==> src/rtl/oup_the_goods.sv <==
// Pulse/level actuator controller with an Avalon-MM slave: level outputs, queued
// one-shot pulse batches separated by a minimum gap, and a maskable done interrupt.
module oup_the_goods #(
  parameter int unsigned WIDTH     = 3,
  parameter int unsigned PULSE_LEN = 50000,
  parameter int unsigned GAP_LEN   = 5000
) (
  input  logic             clk,
  input  logic             reset,
  input  logic [1:0]       address,
  input  logic             chipselect,
  input  logic             write_n,
  input  logic [WIDTH-1:0] writedata,
  output logic [WIDTH-1:0] readdata,
  output logic [WIDTH-1:0] out_port,
  output logic             irq
);

  localparam int unsigned CNT_W = 16;
  localparam logic [CNT_W-1:0] PULSE_LOAD = CNT_W'(PULSE_LEN - 1);
  localparam logic [CNT_W-1:0] GAP_LOAD   = CNT_W'(GAP_LEN - 1);

  localparam logic [1:0] ADDR_LEVEL = 2'd0;
  localparam logic [1:0] ADDR_PULSE = 2'd1;
  localparam logic [1:0] ADDR_MASK  = 2'd2;
  localparam logic [1:0] ADDR_DONE  = 2'd3;

  typedef enum logic [1:0] {
    S_IDLE  = 2'd0,
    S_PULSE = 2'd1,
    S_GAP   = 2'd2
  } state_t;

  state_t r_state;
  state_t w_state_nxt;

  logic [WIDTH-1:0] r_level;
  logic [WIDTH-1:0] r_pending;
  logic [WIDTH-1:0] r_active;
  logic [WIDTH-1:0] r_mask;
  logic [WIDTH-1:0] r_done;
  logic [WIDTH-1:0] r_readdata;
  logic [CNT_W-1:0] r_cnt;

  logic             w_wr;
  logic             w_wr_level;
  logic             w_wr_pulse;
  logic             w_wr_mask;
  logic             w_wr_done;
  logic             w_cnt_zero;
  logic             w_pend_any;
  logic             w_load_batch;
  logic             w_end_pulse;
  logic             w_cnt_dec;
  logic [WIDTH-1:0] w_rd_mux;

  assign w_wr       = chipselect && !write_n;
  assign w_wr_level = w_wr && (address == ADDR_LEVEL);
  assign w_wr_pulse = w_wr && (address == ADDR_PULSE);
  assign w_wr_mask  = w_wr && (address == ADDR_MASK);
  assign w_wr_done  = w_wr && (address == ADDR_DONE);

  assign w_cnt_zero = (r_cnt == '0);
  assign w_pend_any = |r_pending;

  // State register
  always_ff @(posedge clk) begin
    if (reset) begin
      r_state <= S_IDLE;
    end else begin
      r_state <= w_state_nxt;
    end
  end

  // Next-state logic
  always_comb begin
    w_state_nxt = r_state;
    case (r_state)
      S_IDLE:  if (w_pend_any) w_state_nxt = S_PULSE;
      S_PULSE: if (w_cnt_zero) w_state_nxt = S_GAP;
      S_GAP: begin
        if (w_cnt_zero) w_state_nxt = w_pend_any ? S_PULSE : S_IDLE;
      end
      default: w_state_nxt = S_IDLE;
    endcase
  end

  // FSM control strobes for the datapath
  always_comb begin
    w_load_batch = 1'b0;
    w_end_pulse  = 1'b0;
    w_cnt_dec    = 1'b0;
    case (r_state)
      S_IDLE:  w_load_batch = w_pend_any;
      S_PULSE: begin
        w_end_pulse = w_cnt_zero;
        w_cnt_dec   = !w_cnt_zero;
      end
      S_GAP: begin
        w_load_batch = w_cnt_zero && w_pend_any;
        w_cnt_dec    = !w_cnt_zero;
      end
      default: ;
    endcase
  end

  // Register read mux, sampled every edge regardless of chipselect
  always_comb begin
    w_rd_mux = '0;
    case (address)
      ADDR_LEVEL: w_rd_mux = r_level;
      ADDR_PULSE: w_rd_mux = r_pending | r_active;
      ADDR_MASK:  w_rd_mux = r_mask;
      ADDR_DONE:  w_rd_mux = r_done;
      default:    w_rd_mux = '0;
    endcase
  end

  // Datapath; a pulse write landing on a batch load goes to the next batch
  always_ff @(posedge clk) begin
    if (reset) begin
      r_level    <= '0;
      r_pending  <= '0;
      r_active   <= '0;
      r_mask     <= '0;
      r_done     <= '0;
      r_readdata <= '0;
      r_cnt      <= '0;
    end else begin
      r_pending <= (w_load_batch ? '0 : r_pending) | (w_wr_pulse ? writedata : '0);

      if (w_load_batch) begin
        r_active <= r_pending;
      end else if (w_end_pulse) begin
        r_active <= '0;
      end

      if (w_load_batch) begin
        r_cnt <= PULSE_LOAD;
      end else if (w_end_pulse) begin
        r_cnt <= GAP_LOAD;
      end else if (w_cnt_dec) begin
        r_cnt <= r_cnt - CNT_W'(1);
      end

      if (w_wr_level) r_level <= writedata;
      if (w_wr_mask)  r_mask  <= writedata;

      // Software clear beats a batch completing on the same edge
      if (w_wr_done) begin
        r_done <= '0;
      end else if (w_end_pulse) begin
        r_done <= r_done | r_active;
      end

      r_readdata <= w_rd_mux;
    end
  end

  assign readdata = r_readdata;
  assign out_port = r_level | r_active;
  assign irq      = |(r_done & r_mask);

endmodule

==> config.mk <==
export PLATFORM = sky130hd
export DESIGN_NAME = oup_the_goods
export DESIGN_NICKNAME = d
export VERILOG_FILES = /design/src/rtl/oup_the_goods.sv
export SDC_FILE = /design/constraint.sdc
export NUM_CORES = 1
export LEC_CHECK = 0
export BUFFER_PORTS_ARGS = -buffer_cell sky130_fd_sc_hd__buf_2
export CAP_MARGIN = 15
export CORE_MARGIN = 4
export CORE_UTILIZATION = 28
export DETAILED_ROUTE_END_ITERATION = 8
export PLACE_DENSITY_LB_ADDON = 0.05
export SLEW_MARGIN = 30
export SYNTH_ARGS = -nofsm -noshare
export SYNTH_HDL_FRONTEND = slang
export SYNTH_SLANG_ARGS = --single-unit
==> constraint.sdc <==
create_clock -name clk -period 2.09 [get_ports clk]
set_input_delay 0.209 -clock clk [delete_from_list [all_inputs] [get_ports clk]]
set_output_delay 0.209 -clock clk [all_outputs]
set_load 0.05 [all_outputs]
# --- Word-level counts from Yosys, hierarchy flattened ---
# Index checks and enable logic that the tools add are counted.
totals:
  elab_cells: 61
  ff_bits: 36
  in_bits: 9
  output_inout_bits: 7
op_classes:
  n_reduce_logical: 21
  n_eq_ne: 8
  n_addsub: 1
  n_mux: 16
  n_bitwise: 5
ops:
  columns: ["op", "n"]
  rows:
  - ["2-to-1 mux 16 bit", 3]
  - ["logical NOT 16 bit", 1]
  - ["subtractor 16 x 1 -> 16 bit (second input constant)", 1]
  - ["2-to-1 mux 3 bit", 4]
  - ["bitwise OR 3 bit", 4]
  - ["one-hot mux 3 bit (4 select lines)", 1]
  - ["OR reduction 3 bit", 3]
  - ["== test 2 bit (second input constant)", 3]
  - ["logical AND 1 bit", 6]
  - ["2-to-1 mux 2 bit", 3]
  - ["!= test 2 bit (second input constant)", 3]
  - ["one-hot mux 2 bit (3 select lines)", 1]
  - ["OR reduction 2 bit", 3]
  - ["== test 2 x 1 -> 1 bit (second input constant)", 2]
  - ["logical NOT 2 bit", 2]
  - ["nonzero test 2 bit", 2]
  - ["bitwise AND 3 bit", 1]
  - ["2-to-1 mux 1 bit", 3]
  - ["AND reduction 3 bit", 1]
  - ["nonzero test 3 bit", 1]
  - ["logical NOT 1 bit", 2]
  - ["one-hot mux 1 bit (2 select lines)", 1]

# --- Longest topological paths before layout ---
depth:
  ltp_word: 6
  ltp_mapped: 8

# --- Least setup slack after synthesis ---
# Ideal clock, no wire load.
synth_timing:
  path_type: "register to register"
  start: "reg r_cnt[0]"
  end: "reg r_state[0]"
  t_arrival_ns: 1.804
  n_path_buf: 1
  slack_ns: 0.216
  path_stages_with_launch: 9
  required_time_ns: 2.020
  cell_sequence: "dfxtp_1 inv_1 ha_1 nor3b_1 and2_1 buf_6 a21oi_2 or4_1 a21oi_1"
synth_via:
  elab_chain_cells: 3
  word_cells_on_any_way: 4
synth_rtl:
  columns: ["item", "line", "source"]
  rows:
  - ["from (decl)", "43", "logic [CNT_W-1:0] r_cnt;"]
  - ["from (signal assigned)", "143", "r_cnt <= r_cnt - CNT_W'(1);"]
  - ["logical NOT 16 bit *", "63", "assign w_cnt_zero = (r_cnt == '0);"]
  - ["!= test 2 bit (no line)", null, null]
  - ["AND reduction 3 bit (no line) *", null, null]
  - ["to (signal assigned)", "71", "r_state <= w_state_nxt;"]
  - ["to (decl)", "34", "state_t r_state;"]
# Mark *: on every way between the ends. The rest lies on a longest branch, timed or not.
# A chain may end at the register's enable or synchronous reset.

# --- Final worst setup path ---
layout_timing:
  start: "reg r_cnt[8]"
  end: "reg r_state[0]"
# Same word-level chain as after synthesis.

==> summary.txt <==
Place
  • Number of port buffers: 15
  • Cell Area, Placed: around 2100 sq um
  • Final HPWL from detailed placement: between 3000 and 4000 um
  • Placed insts: about 310
  • Worst slack, placed: -7.80 ps
  • GP Congestion: just under 0.9

Detailed routing
  • Initial detailed-routing violation count: 68
  • Drt pass-1 iters: 4
  • Final wirelength: roughly 4600 um
  • Vias after detailed routing: around 1,600
  • WL/cell: around 14 um
  • Vias per cell: 5.08
  • DRC violations left: 0
  • Antenna violation net count after detailed routing: 0

Critical path
  • Kind of critical path: reg2reg
  • Worst r2r src: r_cnt[8]
  • Worst Path Max Fanout: 7
  • WP data required: between 2000 and 2500 ps
  • CP arrival: 2170 ps
  • Critical-path cell list: nor4_2 > and2_1 > a21oi_2 > or4_1 > a21oi_1
  • CP peak stage delay: about 470 ps
  • Setup crit end kind: flip-flop
  • Slowest cell on crit path: or4_1
  • Worst setup SP type: flip-flop
  • Crit. Startpoint: r_cnt[8]

STA
  • Setup_tns: 0 ps
  • PnR worst setup slack: around 130 ps
  • Tcrit/Tclk final: 93.8%
  • F_max: between 500 and 600 MHz
  • Tmin final: between 1500 and 2000 ps
  • Max Slew Vio Count: 0
  • Slew @ Worst Pin: slightly below 500 ps
  • Worst hold margin: 199 ps
  • Final setup violation count: 0
  • Final Hold Fails: 0
  • Final Skew: around 5.7 ps
  • RSZ-0062 raised after global routing: yes
  • Slew headroom: between 60% and 70%

Synthesis
  • Commonest cells post-synth: 36 x dfxtp_1, 29 x nor2_1, 24 x a21oi_1, 14 x nand2_1, 9 x mux2i_1
  • Async SR Flop Fraction: 0%
  • Number of synthesized flops with an enable pin: 0
  • Seq cells post-synth: 36
  • Share of the synthesized area in the top cell type: between 30% and 40%
  • Sequential fraction of the synthesis area: roughly 40%
  • Avg Inst Size Synth: 8.66 sq um
  • Post-synth top flop: dfxtp_1
  • Synth unique cells: 47
  • Gate Count Post-Synth: 210
  • Synth area leader: dfxtp_1
  • Post-Syn Area: approximately 1800 sq um
  • Syn nets: ~230
  • Top-count cell post-synth: dfxtp_1
  • Synth warnings: 0
  • Largest cells by area after synthesis: dfxtp_1 40%, a21oi_1 6.6%, nor2_1 6.0%

CTS
  • Sink Count: 36
  • CTS tree: built
  • H-tree Lvls: 2
  • Post-CTS Hold Fix Bufs: 0
  • CTS max path bufs: 2
  • TritonCTS buffer count: 5
  • Root Driver: clkbuf_8
  • Clock latency on the worst-skew pair: between 200 and 300 ps
  • Worst-path clk slew: around 70 ps

Power and ir drop
  • P per Cell Area: between 1000 and 1500 nW/um^2
  • Comb pwr share: approximately half
  • Sw power: between 1 and 1.5 mW
  • Pwr Total: between 3 and 4 mW
  • Switching portion of total power: around 42%
  • Sequential power share: a little under a third
  • Clock Power Share: approximately 17%
  • Internal Pwr Total: ~1.8 mW
  • VDD IR max: between 0.4 and 0.5 mV
  • Pleak: about 0.85 nW

Cells and area
  • Final cell count without fillers: approximately 320
  • Finished Core Util: between 30% and 40%
  • Nets: 255
  • Design area: 2210 sq um
  • FILL cells: 677
  • Number of antenna diodes: 0
  • Multi-input gate area: 1070 sq um
  • Sequential cell area: 723 sq um
  • Layout cells sized above 1: 24.5%
  • Layout area overhead: 21.3%

GRT
  • Initial antenna violation count: 0
  • Vias in the first global route: between 1,500 and 2,000
  • GR Overflow Total: 0
  • Pin count of the biggest net entering global routing: 23
  • First-pass GRT wire length: roughly 8000 um
  • GR Util All Layers: 13.3%

Floorplan
  • Die height: 88.6 um
  • Cell Rows: 29
  • Die area: 7850 sq um
  • # IOs: 16
  • Core area: around 6300 sq um
  • Initial Util: 28.8%
  • Die Width: 88.6 um

Min path
  • Hold Path Origin: writedata[1]
  • Worst Hold Class: in2reg

Run
  • Max-cap violation count: 0

Outcome
  • Status: finished clean
## worst max-delay path, delay by kind of cell (launching register included)
| kind | cells | cell delay [ps] |
|---|---|---|
| AO/OA/AOI/OAI | 2 | 270 |
| flip-flops | 1 | 340 |
| AND/OR/NAND/NOR | 3 | 1270 |
## per-layer routing
layer	vias up	GRT usage [%]	share of wire [%]
met5	-	0	0
met4	0	6.18	2.3
met3	8	3.17	3.1
met2	26	23.0	50
met1	759	15.5	44
li1	821	-	-
## layout by cell type, fill, tap and decap left out, drive strengths merged, types with 2 or more instances in the layout
cell type | synthesis | routed
nand2b | 2 | 2
inv | 7 | 7
clkbuf | 5 | 7
o21ai | 3 | 3
nor3 | 8 | 8
nand2 | 14 | 14
or2 | 4 | 4
nor2 | 29 | 29
xnor2 | 5 | 5
and2 | 2 | 2
ha | 6 | 6
o31ai | 2 | 2
nor4b | 2 | 2
nand3 | 8 | 8
nor3b | 2 | 2
a22o | 3 | 3
a211oi | 6 | 6
nor4 | 6 | 6
a21oi | 25 | 25
dfxtp | 36 | 36
or3 | 5 | 5
buf | 3 | 31
mux2i | 9 | 9
## final timing paths
path / to / slack (ps) / cells after the start
setup / recovery: r_state[0] / 130 / 5
hold / removal: r_pending[1] / 200 / 2
setup reg to reg: r_state[0] / 130 / 5
hold reg to reg: r_active[2] / 490 / 2
## flip-flops by register name (all words and copies together), names as in the netlist
name       count
r_mask         3
r_state        2
r_pending      3
readdata       3
r_active       3
r_done         3
r_cnt         16
r_level        3
## power groups by stage
stage	Combinational [mW]	Sequential, mW	Clock [mW]
after floorplan	1.05	0.965	0
after global placement	1.42	0.973	0
after detailed placement	1.42	0.974	0
after CTS	1.44	0.964	0.542
after global routing	1.76	0.993	0.581
final	1.58	0.969	0.518
## cell type report
| class | count | area share (%) |
|---|---|---|
| clock buffer | 7 | 3.91 |
| tap | 77 | 4.37 |
| multi-input combinational | 159 | 48.6 |
| timing repair buffer | 31 | 8.85 |
| inverter | 7 | 1.19 |
| clock inverter | 1 | 0.340 |
| sequential | 36 | 32.8 |
## kinds of logic (layout without fill, tap and decap cells)
group	count (synthesis)	in the layout	synth area share [%]
flops	36	36	39.6
fa+ha+maj	6	6	4.13
xor+xnor	5	5	2.41
compound gates	50	50	18.4
buf+inv	15	46	3.78
simple gates	88	88	26.1
mux	10	10	5.57
## timing repair
action | 4_1_cts | 5_1_grt
pin swaps | 0 | 1
resized for setup | 2 | 11
hold endpoints to repair | 0 | 0
setup endpoints to repair | 2 | 6
buffers inserted | 0 | 2
gates cloned | 0 | 0
Power figures use the tool's default switching activity.
